`src/rtl/id_ex_stage.sv`:
```
// id_ex_stage: ID/EX pipeline register with load-use bubble, flush, EX backpressure and stall counter.
module id_ex_stage #(
  parameter int XLEN  = 32,
  parameter int CNT_W = 16
) (
  input  logic             clk,
  input  logic             rst_n,
  input  logic             id_valid,
  input  logic             id_branch,
  input  logic             id_memread,
  input  logic             id_memtoreg,
  input  logic             id_memwrite,
  input  logic             id_alusrc,
  input  logic             id_regwrite,
  input  logic [1:0]       id_aluop,
  input  logic [4:0]       id_rs1,
  input  logic [4:0]       id_rs2,
  input  logic [4:0]       id_rd,
  input  logic [XLEN-1:0]  id_rs1_data,
  input  logic [XLEN-1:0]  id_rs2_data,
  input  logic [XLEN-1:0]  id_imm,
  input  logic [XLEN-1:0]  id_pc,
  input  logic [2:0]       id_funct3,
  input  logic             id_funct7b5,
  input  logic             flush,
  input  logic             ex_ready,
  output logic             id_stall,
  output logic             ex_valid,
  output logic             ex_branch,
  output logic             ex_memread,
  output logic             ex_memtoreg,
  output logic             ex_memwrite,
  output logic             ex_alusrc,
  output logic             ex_regwrite,
  output logic [1:0]       ex_aluop,
  output logic [4:0]       ex_rs1,
  output logic [4:0]       ex_rs2,
  output logic [4:0]       ex_rd,
  output logic [XLEN-1:0]  ex_rs1_data,
  output logic [XLEN-1:0]  ex_rs2_data,
  output logic [XLEN-1:0]  ex_imm,
  output logic [XLEN-1:0]  ex_pc,
  output logic [2:0]       ex_funct3,
  output logic             ex_funct7b5,
  output logic [CNT_W-1:0] stall_cnt
);
  localparam int DW = 15 + 4 * XLEN + 4;
  logic             valid_q, valid_d;
  logic [7:0]       ctrl_q, ctrl_d, id_ctrl;
  logic [DW-1:0]    data_q, data_d, id_data;
  logic [CNT_W-1:0] cnt_q, cnt_d;
  logic             load_use;
  assign id_ctrl = {id_branch, id_memread, id_memtoreg, id_memwrite, id_alusrc, id_regwrite, id_aluop};
  assign id_data = {id_rs1, id_rs2, id_rd, id_rs1_data, id_rs2_data, id_imm, id_pc, id_funct3, id_funct7b5};
  assign {ex_branch, ex_memread, ex_memtoreg, ex_memwrite, ex_alusrc, ex_regwrite, ex_aluop} = ctrl_q;
  assign {ex_rs1, ex_rs2, ex_rd, ex_rs1_data, ex_rs2_data, ex_imm, ex_pc, ex_funct3, ex_funct7b5} = data_q;
  assign ex_valid  = valid_q;
  assign stall_cnt = cnt_q;
  // both sources compared even when the consumer ignores rs2 (conservative)
  assign load_use = valid_q & ex_memread & (|ex_rd) & id_valid & ((ex_rd == id_rs1) | (ex_rd == id_rs2));
  assign id_stall = !flush & (load_use | !ex_ready);
  always_comb begin
    valid_d = valid_q;
    ctrl_d  = ctrl_q;
    data_d  = data_q;
    cnt_d   = cnt_q;
    if (flush) begin
      valid_d = 1'b0;
      ctrl_d  = '0;
      data_d  = '0;
    end else if (ex_ready) begin
      if (load_use) begin
        valid_d = 1'b0;
        ctrl_d  = '0;
        data_d  = '0;
        cnt_d   = &cnt_q ? cnt_q : cnt_q + CNT_W'(1);
      end else begin
        valid_d = id_valid;
        ctrl_d  = id_valid ? id_ctrl : '0;
        data_d  = id_data;
      end
    end
  end
  always_ff @(posedge clk or negedge rst_n) begin
    if (!rst_n) begin
      valid_q <= 1'b0;
      ctrl_q  <= '0;
      data_q  <= '0;
      cnt_q   <= '0;
    end else begin
      valid_q <= valid_d;
      ctrl_q  <= ctrl_d;
      data_q  <= data_d;
      cnt_q   <= cnt_d;
    end
  end
endmodule

```
`config.mk`:
```
export PLATFORM = sky130hd
export DESIGN_NAME = id_ex_stage
export DESIGN_NICKNAME = d
export VERILOG_FILES = /design/src/rtl/id_ex_stage.sv
export SDC_FILE = /design/constraint.sdc
export NUM_CORES = 1
export LEC_CHECK = 0
export ABC_AREA = 1
export ABC_CLOCK_PERIOD_IN_PS = 1600
export BUFFER_PORTS_ARGS = -buffer_cell sky130_fd_sc_hd__buf_2
export CORE_MARGIN = 2
export CORE_UTILIZATION = 35
export CTS_BUF_LIST = sky130_fd_sc_hd__clkbuf_8
export DETAILED_ROUTE_END_ITERATION = 10
export PLACE_DENSITY_LB_ADDON = 0.12
export SLEW_MARGIN = 40
export SYNTH_ARGS = -nofsm -noshare
export SYNTH_HDL_FRONTEND = slang
export SYNTH_SLANG_ARGS = --single-unit
```
`constraint.sdc`:
```
create_clock -name clk -period 1.6 [get_ports clk]
set_input_delay 0.32 -clock clk [delete_from_list [all_inputs] [get_ports clk]]
set_output_delay 0.32 -clock clk [all_outputs]
set_load 0.02 [all_outputs]
```
# Yosys cells after proc, flatten, opt, wreduce, memory -nomap -nowiden
# Index checks and enable logic that the tools add are counted.
[word_totals] register_bits=172 inputBits=160
[op_classes] add_sub_neg=1 eq_ne=2 muxes=10 bitwise=9 reduce_logical=6
[ops] cell="$mux 147" count=3
[ops] cell="$mux 8" count=4
[ops] cell="$add 16x1->16 const B" count=1
[ops] cell="$reduce_and 16->1" count=1
[ops] cell="$eq 5x5->1" count=2
[ops] cell="$and 1x1->1" count=5
[ops] cell="$reduce_or 5->1" count=1
[ops] cell="$reduce_and 4->1" count=1
[ops] cell="$mux 1" count=3
[ops] cell="$logic_not 1->1" count=2
[ops] cell="$not 1->1" count=2
[ops] cell="$or 1x1->1" count=2
[ops] cell="$reduce_bool 2->1" count=1

# Longest topological paths before layout
[logic_depth] ltp_word=7 ltp_mapped=11

# Worst setup path after synthesis
# Ideal clock, no wire load.
[synth_path] path_kind="reg2out" start="reg data_q[133]" end="out id_stall" arrival_time_ns=1.535 required_time_ns=1.280 path_slack_ns=-0.255 stages_incl_launch_ff=10 path_cell_list="dfrtp_1 > inv_1 > nand2_1 > nand2_1 > nor2_1 > nand3_1 > nand2_2 > nand2_2 > buf_2 > a21oi_1"
[synth_via] elab_chain_len=6
[synth_rtl] item="start, declared" line_no="50" text="logic [DW-1:0] data_q, data_d, id_data;"
[synth_rtl] item="start signal, assigned" line_no="93" text="data_q <= data_d;"
[synth_rtl] item="$reduce_or 5->1" line_no="60" text="assign load_use = valid_q & ex_memread & (|ex_rd) & id_valid & ((ex_rd == id_rs1) | (ex_rd == id_rs2));"
[synth_rtl] item="$and 1x1->1 (2 in series)" line_no="60"
[synth_rtl] item="$and 1x1->1 (*)" line_no="60"
[synth_rtl] item="$or 1x1->1 (*)" line_no="61" text="assign id_stall = !flush & (load_use | !ex_ready);"
[synth_rtl] item="$and 1x1->1 (*)" line_no="61"
[synth_rtl] item="end, declared" line_no="27" text="output logic id_stall,"
# Mark *: on every way between the ends. The rest lies on a longest branch, timed or not.

# Worst setup path in the final report
[layout_path] start="reg data_q[132]" end="out id_stall"
# The elaborated chain is that of the path after synthesis.

==> impl_table.tex <==
\begin{tabular}{lr}
\hline
Metric & Value \\
\hline
\multicolumn{2}{l}{\textbf{Status}} \\
\quad Result of the run & finished, violations left \\
\quad Violations in the final reports & negative setup slack \\
\multicolumn{2}{l}{\textbf{Pwr}} \\
\quad Switching share of power & between 30\% and 40\% \\
\quad Internal power contribution & 0.00671 W \\
\quad Largest voltage drop on the vdd net & 0.541 mV \\
\quad Part of the power in registers & 48.7\% \\
\quad Relative contribution of the clock network to total power & between 30\% and 40\% \\
\quad Portion of total power attributed to combinational logic & 19.0\% \\
\quad Power density normalized to cell area & between 800 and 900 mW/mm\^{}2 \\
\quad Net switching component of the power & 0.00288 W \\
\quad Static power due to leakage & 6.07 nW \\
\quad Total power of the final layout & roughly 0.0096 W \\
\multicolumn{2}{l}{\textbf{Logic synthesis}} \\
\quad Area of the mapped netlist & about 0.0078 sq mm \\
\quad Post-synthesis instance total & 854 \\
\quad Part of the Yosys area used for sequential elements & 55.1\% \\
\quad Count of distinct cell types in the synthesized netlist & 27 \\
\quad Post-Syn Area per Cell & 9.14 sq um \\
\quad Asr flop ratio synth & 100\% \\
\quad EDFF count, synth & 0 \\
\quad Yosys warns & 0 \\
\quad Main flop type after synthesis & dfrtp\_1 \\
\quad Flops \& latches, synth & approximately 170 \\
\quad Nets in the synthesized netlist & about 1000 \\
\quad Largest area contributor in the netlist & dfrtp\_1 \\
\quad Area share of the largest cell type after synthesis & 55.1\% \\
\quad Leading post-synthesis cells by cell area & dfrtp\_1 (55\%), nand2\_1 (19\%), o21ai\_2 (11\%) \\
\multicolumn{2}{l}{\textbf{Drt}} \\
\quad Post-route DRC violation count & 0 \\
\quad Total via count after detailed routing & between 7000 and 8000 \\
\quad Wire length per cell after detailed routing & 15.9 um \\
\quad DR iter-0 viols & 370 \\
\quad First-pass detailed-route iteration total & 4 \\
\quad Remaining number of nets flagged by the antenna check after routing & 0 \\
\quad Number of vias per cell after detailed routing & 4.64 \\
\quad Total Routed Length & 24500 um \\
\multicolumn{2}{l}{\textbf{Critical path}} \\
\quad Required @ worst endpoint & 1280 ps \\
\quad Highest fanout seen on the critical path & 5 \\
\quad Critical Path AT & $\sim$1700 ps \\
\quad Endpoint kind of the worst setup timing path & output pin \\
\quad Critical path's slowest cell & dfrtp\_2 \\
\quad Most frequent CP cell & nand2\_1 \\
\quad Peak per-stage delay on the critical path & 440 ps \\
\quad Cell Chain, Critical Path & nand2\_1 > nand2\_1 > nor2\_1 > nand3\_1 > nand2\_2 > nand2\_4 > a21oi\_4 > buf\_6 \\
\quad Cell family with the largest share of critical-path delay & simple AND/OR/NAND/NOR gates \\
\quad WP buf/inv & 1 \\
\quad Startpoint kind of the worst setup timing path & flip-flop \\
\quad Worst Setup Path Type & flip-flop to output pin \\
\multicolumn{2}{l}{\textbf{Die}} \\
\quad Initial Util & a little over a third \\
\quad Overall die area & 0.0235 sq mm \\
\quad Cell row count & 54 \\
\quad Die extent in x & 153 um \\
\quad Core area & about 0.022 sq mm \\
\quad Ports & 333 \\
\quad Vertical die dimension & 153 um \\
\multicolumn{2}{l}{\textbf{GRT}} \\
\quad Maximum number of pins on one net before global-route repair & 82 \\
\quad Overall routing resource usage & $\sim$21\% \\
\quad Vias in the first global route & slightly below 7000 \\
\quad Total congestion overflow & 0 \\
\quad Number of antenna violations at the first check in global routing & 2 \\
\quad Global-route wire length before repair & 38700 um \\
\multicolumn{2}{l}{\textbf{Timing}} \\
\quad Count of final hold-check violations & 0 \\
\quad Post-layout minimum cycle time & between 1500 and 2000 ps \\
\quad Total Neg Setup Slack & -34620 ps \\
\quad Worst path setup slack after routing & -371 ps \\
\quad Part of the cycle the worst path needs & 123\% \\
\quad RSZ-0062 raised after global routing & true \\
\quad Worst slew pin tran & about 400 ps \\
\quad Maximum clock frequency & roughly 510 MHz \\
\quad Total of endpoints with negative setup slack in the final report & 173 \\
\quad Max-Slew Margin vs Limit & 73.4\% \\
\quad Final-report max-slew violation count & 0 \\
\quad Clock tree skew after final layout & 19.3 ps \\
\multicolumn{2}{l}{\textbf{Final layout}} \\
\quad Final Net Count & 1401 \\
\quad Layout area overhead & 45.2\% \\
\quad Filler cell count in the final layout & $\sim$2100 \\
\quad Final core utilization & 51.8\% \\
\quad Ratio of cells with drive above 1 in the final layout & between 40\% and 50\% \\
\multicolumn{2}{l}{\textbf{Place}} \\
\quad GP Congestion & 0.796 \\
\quad Number of buffers added on ports & 332 \\
\quad HPWL reported at the end of detailed placement & 16300 um \\
\multicolumn{2}{l}{\textbf{Clocking}} \\
\quad Root buffer cell & clkbuf\_8 \\
\quad CTS H-tree depth & 4 \\
\quad Maximum clock path buffer count & 2 \\
\quad Clock buffers created by TritonCTS & 17 \\
\quad Later-pin clock latency in the skew report & 450 ps \\
\quad Total number of clock tree sinks & about 170 \\
\quad TritonCTS clock tree & done \\
\quad Clock-pin transition on the worst setup and hold timing paths & 100 ps \\
\multicolumn{2}{l}{\textbf{Worst hold path}} \\
\quad Worst Hold Class & input pin to flip-flop \\
\multicolumn{2}{l}{\textbf{Run}} \\
\quad Max-capacitance violation count & 0 \\
\hline
\end{tabular}
[power by group through the flow]
stage	clock network, W	registers (W)	logic [W]
3_3_place_gp	0	0.00476	0.00156
5_1_grt	0.00340	0.00471	0.00197
2_1_floorplan	0	0.00504	0.000555
6_report	0.00310	0.00468	0.00182
3_5_place_dp	0	0.00476	0.00156
4_1_cts	0.00320	0.00468	0.00184
[worst paths after layout]
path / cells past startpoint / slack, ps / end / startpoint
min in group asynchronous: 2 / 320 / data_q[1] / rst_n
max in group asynchronous: 3 / 730 / data_q[92] / rst_n
hold reg to reg: 2 / 480 / data_q[50] / data_q[50]
hold / removal: 3 / 100 / data_q[104] / id_rs1_data[4]
setup / recovery: 8 / -370 / id_stall / data_q[132]
setup reg to reg: 13 / -270 / data_q[55] / data_q[132]
[cell usage after synthesis, types with 2 or more instances]
| cell | instances |
|---|---|
| xnor2_1 | 10 |
| o22ai_1 | 5 |
| nor2_2 | 2 |
| nor2_1 | 15 |
| nand3_1 | 10 |
| clkbuf_1 | 32 |
| buf_8 | 10 |
| inv_1 | 21 |
| o21ai_1 | 25 |
| buf_2 | 3 |
| o21ai_0 | 19 |
| o21ai_2 | 100 |
| nand2_2 | 5 |
| nor2_4 | 2 |
| nand4_1 | 11 |
| xor2_1 | 6 |
| buf_6 | 6 |
| nand2_1 | 389 |
| nor3_1 | 2 |
| dfrtp_1 | 172 |
| inv_2 | 3 |
[worst min-delay path, cell delays in order]
cell     delay (ps)
buf_2           100
nand2_1          50
o21ai_1          60
[per-stage QoR]
step	instances	area, sq um	worst slack [ps]	hold slack (ps)
finish	1535	11300	-371	97.9
global route	1535	11300	-480	76.2
CTS	1529	11300	-426	66.7
detailed placement	1460	10000	-82.3	237
global placement	1460	10000	-88.9	241
floorplan	854	7840	5.06	24.4
[final cells by class]
class | count | area, sq um | area share (%)
multi-input combinational | 606 | 3220 | 28.4
sequential | 172 | 4310 | 38.0
clock inverter | 15 | 150 | 1.32
tap | 280 | 350 | 3.09
antenna | 2 | 5.00 | 0.0441
inverter | 24 | 95.1 | 0.838
clock buffer | 17 | 234 | 2.06
timing repair buffer | 419 | 2970 | 26.2
[kinds of logic (layout without fill, tap and decap cells)]
logic type               Yosys count  in the layout  share of synthesized area, %
other                              0              2                             0
buffers and inverters             76            475                          5.93
adder cells (fa/ha/maj)            1              1                         0.160
AND/OR/NAND/NOR                  438            438                          22.3
flip-flops                       172            172                          55.1
AO/OA/AOI/OAI                    151            151                          14.7
XOR/XNOR                          16             16                          1.79
[per-layer routing]
metal / vias to the layer above / GRT usage, % / routed length [um]
li1: 3513 / - / -
met1: 3358 / 27.6 / 10500
met2: 223 / 33.9 / 12000
met3: 30 / 4.20 / 1430
met4: 0 / 6.55 / 461
met5: - / 0 / 0
[registers in the layout (all words and copies together), names as in the netlist]
| signal | flops |
|---|---|
| ctrl_q | 8 |
| data_q | 147 |
| ex_valid | 1 |
| stall_cnt | 16 |
[timing repair]
action	4_1_cts	5_1_grt
gates cloned	14	0
hold buffers	1	0
gates resized for setup	99	25
endpoints found under the hold margin	24	0
pin swaps	7	10
endpoints found under the setup margin	147	173
buffers inserted	22	10
[layout by cell type (no fill, tap or decap), types with 6 or more instances in the layout]
| cell type | synthesis | layout |
|---|---|---|
| nand3_1 | 10 | 9 |
| buf_4 | 0 | 36 |
| inv_1 | 21 | 19 |
| nand4_1 | 11 | 11 |
| buf_12 | 1 | 24 |
| clkbuf_8 | 0 | 17 |
| buf_6 | 6 | 6 |
| o21ai_1 | 25 | 21 |
| buf_8 | 10 | 9 |
| xor2_1 | 6 | 6 |
| o21ai_2 | 100 | 123 |
| nor2_1 | 15 | 13 |
| dfrtp_2 | 0 | 7 |
| buf_16 | 0 | 13 |
| nand2_2 | 5 | 8 |
| nand2_1 | 389 | 384 |
| dfrtp_1 | 172 | 165 |
| inv_2 | 3 | 6 |
| buf_2 | 3 | 330 |
| xnor2_1 | 10 | 10 |
Power figures use the tool's default switching activity.
